## config.mk

```make
export PLATFORM = sky130hd
export DESIGN_NAME = store_buffer_drain
export DESIGN_NICKNAME = d
export VERILOG_FILES = /design/src/rtl/sb_pkg.sv /design/src/rtl/sb_drain_fsm.sv /design/src/rtl/store_buffer_drain.sv
export SDC_FILE = /design/constraint.sdc
export NUM_CORES = 1
export LEC_CHECK = 0
export CORE_MARGIN = 2
export CORE_UTILIZATION = 50
export CTS_CLUSTER_DIAMETER = 150
export DETAILED_ROUTE_END_ITERATION = 16
export PLACE_DENSITY = 0.68
export SLEW_MARGIN = 5
export SYNTH_ARGS = -nofsm -noshare
export SYNTH_HDL_FRONTEND = slang
export SYNTH_HIERARCHICAL = 1
export SYNTH_SLANG_ARGS = --single-unit
```

## constraint.sdc

```tcl
create_clock -name clk1 -period 21.9 [get_ports clk1]
set_clock_uncertainty 0.1 [all_clocks]
set_input_delay 2.19 -clock clk1 [delete_from_list [all_inputs] [get_ports clk1]]
set_output_delay 2.19 -clock clk1 [all_outputs]
set_load 0.05 [all_outputs]
```

## src/rtl/sb_pkg.sv

```systemverilog
// Shared types and sizes for the store buffer: entry layout and drain FSM states.
`timescale 1ns/1ps
package sb_pkg;

  localparam int SB_DEPTH = 8;
  localparam int SB_IDX_W = 3;
  localparam int SB_CNT_W = SB_IDX_W + 1;
  localparam int AW       = 32;
  localparam int DW       = 32;

  typedef struct packed {
    logic          valid;
    logic          addr_v;
    logic          cmt;
    logic [AW-1:0] addr;
    logic [DW-1:0] data;
  } sb_entry_t;

  typedef enum logic {
    IDLE = 1'b0,
    REQ  = 1'b1
  } drain_state_t;

endpackage

```

## src/rtl/sb_drain_fsm.sv

```systemverilog
// Drain controller: issues the head entry to memory and pulses free_head when it is accepted.
`timescale 1ns/1ps
module sb_drain_fsm
  import sb_pkg::*;
(
  input  logic          clk1,
  input  logic          reset,
  input  logic          head_ready,
  input  logic [AW-1:0] head_addr,
  input  logic [DW-1:0] head_data,
  input  logic          mem_ack,
  output logic          mem_req,
  output logic [AW-1:0] mem_addr,
  output logic [DW-1:0] mem_data,
  output logic          free_head,
  output drain_state_t  state
);

  // Handshake: mem_req rises with mem_addr/mem_data and all three hold until a cycle
  // with mem_ack=1; that cycle completes the write. mem_ack while idle is ignored.
  drain_state_t  state_n;
  logic          req_n;
  logic [AW-1:0] addr_n;
  logic [DW-1:0] data_n;

  always_ff @(posedge clk1 or posedge reset) begin
    if (reset) begin
      state    <= IDLE;
      mem_req  <= 1'b0;
      mem_addr <= '0;
      mem_data <= '0;
    end else begin
      state    <= state_n;
      mem_req  <= req_n;
      mem_addr <= addr_n;
      mem_data <= data_n;
    end
  end

  always_comb begin
    state_n   = state;
    req_n     = mem_req;
    addr_n    = mem_addr;
    data_n    = mem_data;
    free_head = 1'b0;
    case (state)
      IDLE: begin
        if (head_ready) begin
          addr_n  = head_addr;
          data_n  = head_data;
          req_n   = 1'b1;
          state_n = REQ;
        end
      end
      REQ: begin
        if (mem_ack) begin
          req_n     = 1'b0;
          free_head = 1'b1;
          state_n   = IDLE;
        end
      end
      default: state_n = IDLE;
    endcase
  end

endmodule

```

## src/rtl/store_buffer_drain.sv

```systemverilog
// Circular store buffer: dual allocation, AGU fill, commit marking, flush recovery and
// in-order drain of committed stores to data memory.
`timescale 1ns/1ps
module store_buffer_drain
  import sb_pkg::*;
(
  input  logic                clk1,
  input  logic                reset,
  input  logic                alloc1_en,
  input  logic                alloc2_en,
  output logic [SB_IDX_W-1:0] alloc1_idx,
  output logic [SB_IDX_W-1:0] alloc2_idx,
  output logic                sb_full,
  output logic                sb_empty,
  input  logic                agu_wen,
  input  logic [SB_IDX_W-1:0] agu_idx,
  input  logic [AW-1:0]       agu_addr,
  input  logic [DW-1:0]       agu_data,
  input  logic                cmt1_en,
  input  logic [SB_IDX_W-1:0] cmt1_idx,
  input  logic                cmt2_en,
  input  logic [SB_IDX_W-1:0] cmt2_idx,
  input  logic                flush,
  output logic                mem_req,
  output logic [AW-1:0]       mem_addr,
  output logic [DW-1:0]       mem_data,
  input  logic                mem_ack,
  output drain_state_t        drain_state
);

  sb_entry_t           ent   [SB_DEPTH];
  sb_entry_t           ent_n [SB_DEPTH];
  sb_entry_t           head_ent;
  logic [SB_IDX_W-1:0] head, head_n, tail, tail_n, scan_idx;
  logic [SB_CNT_W-1:0] count, count_n, ncmt;
  logic [1:0]          nalloc;
  logic                run, do_alloc, head_ready, free_head;

  assign alloc1_idx = tail;
  assign alloc2_idx = alloc1_en ? tail + 1'b1 : tail;
  assign sb_full    = count > SB_CNT_W'(SB_DEPTH - 2);
  assign sb_empty   = (count == '0);
  assign nalloc     = {1'b0, alloc1_en} + {1'b0, alloc2_en};
  assign do_alloc   = !sb_full && !flush;
  assign head_ent   = ent[head];

  // Same-cycle commits count toward readiness so a ready head issues one cycle after commit.
  assign head_ready = head_ent.valid && head_ent.addr_v &&
                      (head_ent.cmt || (cmt1_en && cmt1_idx == head) ||
                       (cmt2_en && cmt2_idx == head));

  sb_drain_fsm u_drain (
    .clk1       (clk1),
    .reset      (reset),
    .head_ready (head_ready),
    .head_addr  (head_ent.addr),
    .head_data  (head_ent.data),
    .mem_ack    (mem_ack),
    .mem_req    (mem_req),
    .mem_addr   (mem_addr),
    .mem_data   (mem_data),
    .free_head  (free_head),
    .state      (drain_state)
  );

  always_comb begin
    ent_n    = ent;
    head_n   = head;
    tail_n   = tail;
    count_n  = count;
    ncmt     = '0;
    run      = 1'b1;
    scan_idx = '0;

    if (cmt1_en) ent_n[cmt1_idx].cmt = 1'b1;
    if (cmt2_en) ent_n[cmt2_idx].cmt = 1'b1;
    if (agu_wen && ent[agu_idx].valid) begin
      ent_n[agu_idx].addr   = agu_addr;
      ent_n[agu_idx].data   = agu_data;
      ent_n[agu_idx].addr_v = 1'b1;
    end

    // Length of the committed run from head, seen after this cycle's commits.
    for (int i = 0; i < SB_DEPTH; i++) begin
      scan_idx = head + SB_IDX_W'(i);
      if (run && (SB_CNT_W'(i) < count) && ent_n[scan_idx].valid && ent_n[scan_idx].cmt)
        ncmt = ncmt + 1'b1;
      else
        run = 1'b0;
    end

    if (free_head) begin
      ent_n[head].valid  = 1'b0;
      ent_n[head].addr_v = 1'b0;
      ent_n[head].cmt    = 1'b0;
      head_n             = head + 1'b1;
    end

    if (flush) begin
      for (int i = 0; i < SB_DEPTH; i++) begin
        if (!ent_n[i].cmt) begin
          ent_n[i].valid  = 1'b0;
          ent_n[i].addr_v = 1'b0;
        end
      end
      tail_n  = head + ncmt[SB_IDX_W-1:0];
      count_n = ncmt - SB_CNT_W'(free_head);
    end else if (do_alloc) begin
      if (alloc1_en) begin
        ent_n[tail].valid  = 1'b1;
        ent_n[tail].addr_v = 1'b0;
        ent_n[tail].cmt    = 1'b0;
      end
      if (alloc2_en) begin
        ent_n[alloc2_idx].valid  = 1'b1;
        ent_n[alloc2_idx].addr_v = 1'b0;
        ent_n[alloc2_idx].cmt    = 1'b0;
      end
      tail_n  = tail + SB_IDX_W'(nalloc);
      count_n = count + SB_CNT_W'(nalloc) - SB_CNT_W'(free_head);
    end else begin
      count_n = count - SB_CNT_W'(free_head);
    end
  end

  always_ff @(posedge clk1 or posedge reset) begin
    if (reset) begin
      head  <= '0;
      tail  <= '0;
      count <= '0;
      for (int i = 0; i < SB_DEPTH; i++) ent[i] <= '0;
    end else begin
      head  <= head_n;
      tail  <= tail_n;
      count <= count_n;
      for (int i = 0; i < SB_DEPTH; i++) ent[i] <= ent_n[i];
    end
  end

  // Dispatch must stall on sb_full; a request made anyway is dropped by do_alloc.
  assert property (@(posedge clk1) disable iff (reset) sb_full |-> !(alloc1_en || alloc2_en));

endmodule

```

==> results of run 1 <==
per-stage QoR:
step | total power [mW] | hold slack [ns] | util | cell area, um2
floorplan | 3.19 | 0.374 | - | 29000
global placement | 3.65 | 0.381 | 0.543 | 31200
detailed placement | 3.70 | 0.387 | 0.543 | 31200
CTS | 4.88 | 0.400 | 0.582 | 33500
global route | 5.10 | 0.406 | 0.582 | 33500
finish | 4.82 | 0.397 | 0.582 | 33500
area by class of cell:
cell class | count | area [um2] | area share
diodes | 2 | 5.00 | 0.000150
multi-input cells | 1235 | 13000 | 0.388
clock buffers | 100 | 2030 | 0.0605
clock inverters | 20 | 241 | 0.00722
well taps | 765 | 957 | 0.0286
repair buffers | 178 | 1760 | 0.0527
inverters | 36 | 144 | 0.00430
flip-flops and latches | 612 | 15300 | 0.458
worst max-delay path, delay by kind of cell:
family	cells	cell delay [ns]
compound gates	9	2.17
xor+xnor	3	0.48
fa+ha+maj	7	2.11
buf+inv	2	0.65
mux	2	0.81
simple gates	7	1.13
metal layers:
metal	vias to the layer above	wire (um)	share of wire	global-route usage
li1	7589	-	-	-
met1	9093	30500	0.45	0.321
met2	357	32400	0.48	0.375
met3	105	3350	0.049	0.0464
met4	12	1500	0.022	0.0735
met5	-	80	0.0012	0
cell usage in the layout (no fill, tap or decap), types with 4 or more instances in the layout:
cell type	n
dfrtp_1	609
mux2_2	519
nand2_1	235
clkdlybuf4s50_1	155
mux4_2	141
clkbuf_16	71
mux2_4	60
inv_1	32
nor2_1	28
ha_1	27
a21oi_1	26
buf_4	20
clkbuf_1	15
nor3_1	14
clkbuf_8	14
xnor2_1	13
o21ai_0	12
nand3_1	11
clkinv_2	10
xor2_1	9
o31ai_1	8
a211oi_1	7
and3_1	6
and4b_1	6
or2_2	5
mux2i_1	5
nor4_1	5
a22oi_1	5
nand4_1	4
o22ai_1	4
a21o_1	4
inv_6	4
bufinv_16	4
kinds of logic (layout without fill, tap and decap cells):
kind of cell	after synthesis	in the layout
compound gates	103	103
other cells	0	2
buf+inv	157	334
xor+xnor	24	24
flops	612	612
fa+ha+maj	30	30
simple gates	352	352
mux	726	726
path summary, 6_finish.rpt:
| kind | to | slack (ns) | depth (start not counted) | from |
|---|---|---|---|---|
| min reg2reg | register | 0.40 | 1 | register |
| min | register | 0.40 | 1 | register |
| min in group asynchronous | u_drain/mem_data[15]$_DFFE_PP0P_ | 2.14 | 2 | reset |
| max reg2reg | alloc1_idx[2]$_DFFE_PP0P_ | 13.73 | 28 | head[0]$_DFFE_PP0P_ |
| max | alloc1_idx[2]$_DFFE_PP0P_ | 12.72 | 30 | cmt1_idx[1] |
| max in group asynchronous | asynchronous set/reset pin | 16.95 | 4 | reset |
where the power goes:
part,internal [mW],leakage [nW],switching [mW]
Combinational,0.927,6.28,0.909
Sequential,1.56,8.04,0.278
Clock,0.691,1.12,0.462
Total,3.18,15.4,1.65
==> key figures, run 1 <==
Placed design
  – Inst Count DP: 2,826
  – GPL Wtd Cong: 0.928
  – Pre-CTS setup slack: 12.25 ns
  – I/O Buffers: 155
  – DPL Wire Length: about 39 mm

Setup path
  – Most common cell on crit path: ha_1
  – Kind of end point of the critical path: register
  – Startpoint types: input pin
  – Critical path fanouts, max: 8
  – Req. time, crit path: around 22 ns
  – CP max stage delay: 0.61 ns
  – Arrival time at the worst endpoint: 9.53 ns
  – WS Path Type: input pin to register
  – Slowest CP cell: clkdlybuf4s50_1

GRT
  – Grt total ovfl: 0
  – GRT Overall Usage: 0.233
  – Largest net degree at the start of global routing: 184
  – Antenna violations before repair: 8
  – Number of global-route vias before repair: 18,400
  – First-pass GRT wire length: 108 mm

Timing
  – Sum Neg Setup Slack: 0 ns
  – Final worst slack: 12.72 ns
  – Final Cycle Share: 0.419
  – Fin. Hold Viols: 0
  – Slew @ Worst Pin: 1.13 ns
  – RSZ-0062 raised after global routing: no
  – Period minus WS final: just over 9 ns
  – Final setup viols: 0
  – Relative slew slack: 0.245
  – Count of pins over their slew limit: 0
  – Max Clk Rate: 109 MHz

Clocking
  – H-tree Lvls: 3
  – Hold Buf Count CTS: 0
  – Number of post-CTS setup repair buffers: 0
  – Resized Gates After CTS: 0
  – CTS clk-pin slew, worst paths: 0.06 ns
  – Max clock buf depth: 3
  – TritonCTS clock tree: built
  – CTS buffer count: 68
  – Later-pin clock latency in the skew report: 0.60 ns
  – Clock Sinks: 612
  – Clk root buf: clkbuf_16

Final layout
  – Share of cells above drive strength 1: 0.405
  – Fin nets: 2,243
  – Final std cells w/o fill: 2,948
  – Synth-to-layout area growth: 15.4%
  – Fillers: 4,532

Detailed routing
  – Vias per cell: 5.82
  – Residual DRC count: 0
  – Vias: ~17,000
  – Number of DRC violations after detailed-routing iteration 0: 1,066
  – Remaining antenna violation count: 0
  – Final wirelength: 67.8 mm
  – Drt wl/cell: 23.0 um
  – DRT Pass-1 Iters: 6

Synthesis
  – Largest family of logic cells by synthesized area: multiplexers
  – Synthesis warning total: 6
  – Seq/Total Area, Yosys: 0.528
  – Area leader, netlist: dfrtp_1
  – Ys flop type: dfrtp_1
  – Post-synthesis simple-gate area fraction: 0.0559
  – Post-Synth XOR/XNOR Area: 0.00777
  – Synth Area in Compound Gates: 0.0250
  – Most instantiated library cell after synthesis: dfrtp_1
  – Post-synth ARST share: 1.00
  – Synthesized area per cell: around 14 um2
  – Top cell type's share of synthesized area: 0.528
  – Net Count, Synth: 2,116
  – Synth Cell Area: 29,000 um2
  – Adder-Cell Fraction of Synth Area: 0.0137
  – Most common library cells after synthesis: 612 x dfrtp_1, 519 x mux2_2, 235 x nand2_1, 141 x mux4_2, 89 x clkbuf_1
  – Synthesized instance count: 2,004
  – EDFF count, synth: 0
  – Post-synthesis mux area share: 0.345
  – Synth area leaders: dfrtp_1 53%, mux2_2 20%, mux4_2 11%
  – Register bit total from synthesis: 612
  – Netlist cell types: 75

Floorplan
  – Chip width: between 200 and 250 um
  – Starting density of the core: 0.504
  – Row cnt: 88
  – Core ar.: 57,500 um2
  – Area of the die: approximately 60,000 um2
  – I/O Pins: 156
  – DIE HEIGHT: 245 um

Power and ir drop
  – Max VDD drop: ~0.00012 V
  – Pleak: 15.4 nW
  – Pwr per Cell Area: about 140 nW/um2

Outcome
  – Outcome: completed

Job
  – Max-Cap Viols: 0

Worst hold path
  – Hold crit path type: register to register
Note: power is estimated with default switching activity, not from simulation.
==> inputs of run 2 (changes only) <==
Settings changed: PLACE_DENSITY 0.68 to 0.71.
Clock period 21.9 ns to 7.5 ns, I/O delays scaled along.
==> run 2 against run 1 <==
Sequential power grew to 2.9 times the previous value. Register-to-register slack lost 13 ns. Design area grew 1.1%. Non-clock buffer count grew 53. Final cell count grew 1.7%. Global-route usage grew 0.071 points. Via count grew 1.0%. Critical path depth grew 1. Worst setup slack lost 12 ns. Combinational power grew to 3.0 times the previous value. Wire length grew 1.2%. Critical path type unchanged. Clock power grew to 2.8 times the previous value.
==> key figures, run 2 (same netlist as run 1, synthesis figures left out) <==
Outcome
  – Outcome: completed

Setup path
  – Req. time, crit path: 7.86 ns (-14.40 ns)
  – Slowest CP cell: mux4_2
  – WS Path Type: input pin to register
  – Buf+Inv Stages, Crit Path: 3 (+1)
  – Top delay family on crit path: adder cells
  – CP max stage delay: 0.50 ns (-0.11 ns)
  – Arrival time at the worst endpoint: 7.59 ns (-1.94 ns)
  – Startpoint types: input pin
  – Most common cell on crit path: ha_1
  – Kind of end point of the critical path: register
  – Critical path fanouts, max: 6 (-2)

Floorplan
  – Chip width: 245 um (unchanged)
  – Core ar.: 57,500 um2 (unchanged)
  – DIE HEIGHT: 245 um (unchanged)
  – I/O Pins: 156 (unchanged)
  – Row cnt: 88 (unchanged)
  – Area of the die: 59,900 um2 (unchanged)
  – Starting density of the core: 0.504 (unchanged)

Detailed routing
  – Final wirelength: 68.6 mm (+1.2%)
  – Vias: 17,300 (+1.0%)
  – DRT Pass-1 Iters: 5 (-1)
  – Residual DRC count: 0 (unchanged)
  – Drt wl/cell: 22.9 um (-0.55%)
  – Number of DRC violations after detailed-routing iteration 0: 1,023 (-4.0%)
  – Vias per cell: 5.78 (-0.72%)
  – Remaining antenna violation count: 0 (unchanged)

Clocking
  – H-tree Lvls: 2 (-1)
  – Clock Sinks: 612 (unchanged)
  – CTS buffer count: 61 (-10%)
  – Later-pin clock latency in the skew report: 0.63 ns (+0.03 ns)
  – Clk root buf: clkbuf_16
  – Max clock buf depth: 3 (unchanged)
  – Hold Buf Count CTS: 0 (unchanged)
  – CTS clk-pin slew, worst paths: 0.06 ns (about the same)
  – TritonCTS clock tree: built

GRT
  – Largest net degree at the start of global routing: 174 (-5.4%)
  – Grt total ovfl: 0 (unchanged)
  – First-pass GRT wire length: 108 mm (+0.47%)
  – GRT Overall Usage: 0.234 (+0.000706)
  – Antenna violations before repair: 8 (unchanged)
  – Number of global-route vias before repair: 18,600 (+1.1%)

Final layout
  – Most frequent cells in the layout: 609 x dfrtp_1, 519 x mux2_2, 235 x nand2_1
  – Fin nets: 2,289 (+2.1%)
  – Post-route cell area: 33,800 um2 (+1.1%)
  – Share of cells above drive strength 1: 0.425 (+0.0200)
  – Fillers: 4,445 (-1.9%)
  – Synth-to-layout area growth: 16.7%
  – Commonest non-fill, non-tap cell in the layout: dfrtp_1

Placed design
  – I/O Buffers: 155 (unchanged)
  – GPL Wtd Cong: 0.921 (-0.73%)
  – Pre-CTS setup slack: -0.456 ns (-12.70 ns)
  – Placed instance area: 31,600 um2 (+1.2%)
  – DPL Wire Length: 40.5 mm (+4.9%)

Timing
  – Slew @ Worst Pin: 1.17 ns (+0.0419 ns)
  – Fin. Hold Viols: 0 (unchanged)
  – Relative slew slack: 0.215 (-0.0298)
  – Final Cycle Share: 0.964
  – Final Hold Slack: 0.398 ns (+0.00139 ns)
  – Max Clk Rate: between 100 and 150 MHz
  – Final worst slack: 0.270 ns (-12.45 ns)
  – Sum Neg Setup Slack: 0 ns (unchanged)
  – Period minus WS final: 7.23 ns
  – Count of pins over their slew limit: 0 (unchanged)
  – Final setup viols: 0 (unchanged)

Power and ir drop
  – Power Total: 14.1 mW (+190%)
  – Max VDD drop: 0.000319 V (+170%)
  – Pwr per Cell Area: 416 nW/um2 (+190%)
  – Pleak: 15.7 nW (+1.6%)

Job
  – Max-Cap Viols: 0 (unchanged)

Worst hold path
  – Hold crit path type: register to register
## run 2: power breakdown
part,internal (mW),switching (mW)
Clock,1.89,1.33
Sequential,4.55,0.766
Combinational,2.80,2.74
Total,9.24,4.84
## run 2: metrics by stage
stage	util	instances
after floorplan	-	2004
after global placement	0.549	2873
after detailed placement	0.549	2873
after CTS	0.586	2988
after global routing	0.588	2996
final	0.588	2999
## run 2: layout make-up
class	instances	area [um2]	share of cell area
flip-flops and latches	612	15300	0.453
multi-input cells	1235	13000	0.385
repair buffers	231	2210	0.0654
clock buffers	85	1810	0.0535
well taps	765	957	0.0283
clock inverters	30	322	0.00951
inverters	36	144	0.00425
diodes	5	12.5	0.000370
## run 2: final timing paths
check | from | to | slack (ns) | depth (start not counted)
setup / recovery | cmt1_idx[1] | alloc1_idx[2]$_DFFE_PP0P_ | 0.27 | 31
hold reg to reg | register | register | 0.40 | 1
min in group asynchronous | reset | u_drain/mem_data[21]$_DFFE_PP0P_ | 0.46 | 2
setup reg to reg | head[0]$_DFFE_PP0P_ | alloc1_idx[2]$_DFFE_PP0P_ | 0.43 | 31
hold / removal | register | register | 0.40 | 1
max in group asynchronous | reset | asynchronous set/reset pin | 4.86 | 4
## run 2: repair_timing
item	CTS	global route
resized for setup	0	16
buffers inserted	0	6
setup endpoints to repair	0	4
## run 2: routing by layer
metal | part of all wire | vias up | track usage
met5 | 0.00082 | - | 0
li1 | - | 7686 | -
met1 | 0.43 | 9180 | 0.316
met2 | 0.50 | 353 | 0.394
met4 | 0.022 | 8 | 0.0615
met3 | 0.048 | 101 | 0.0400
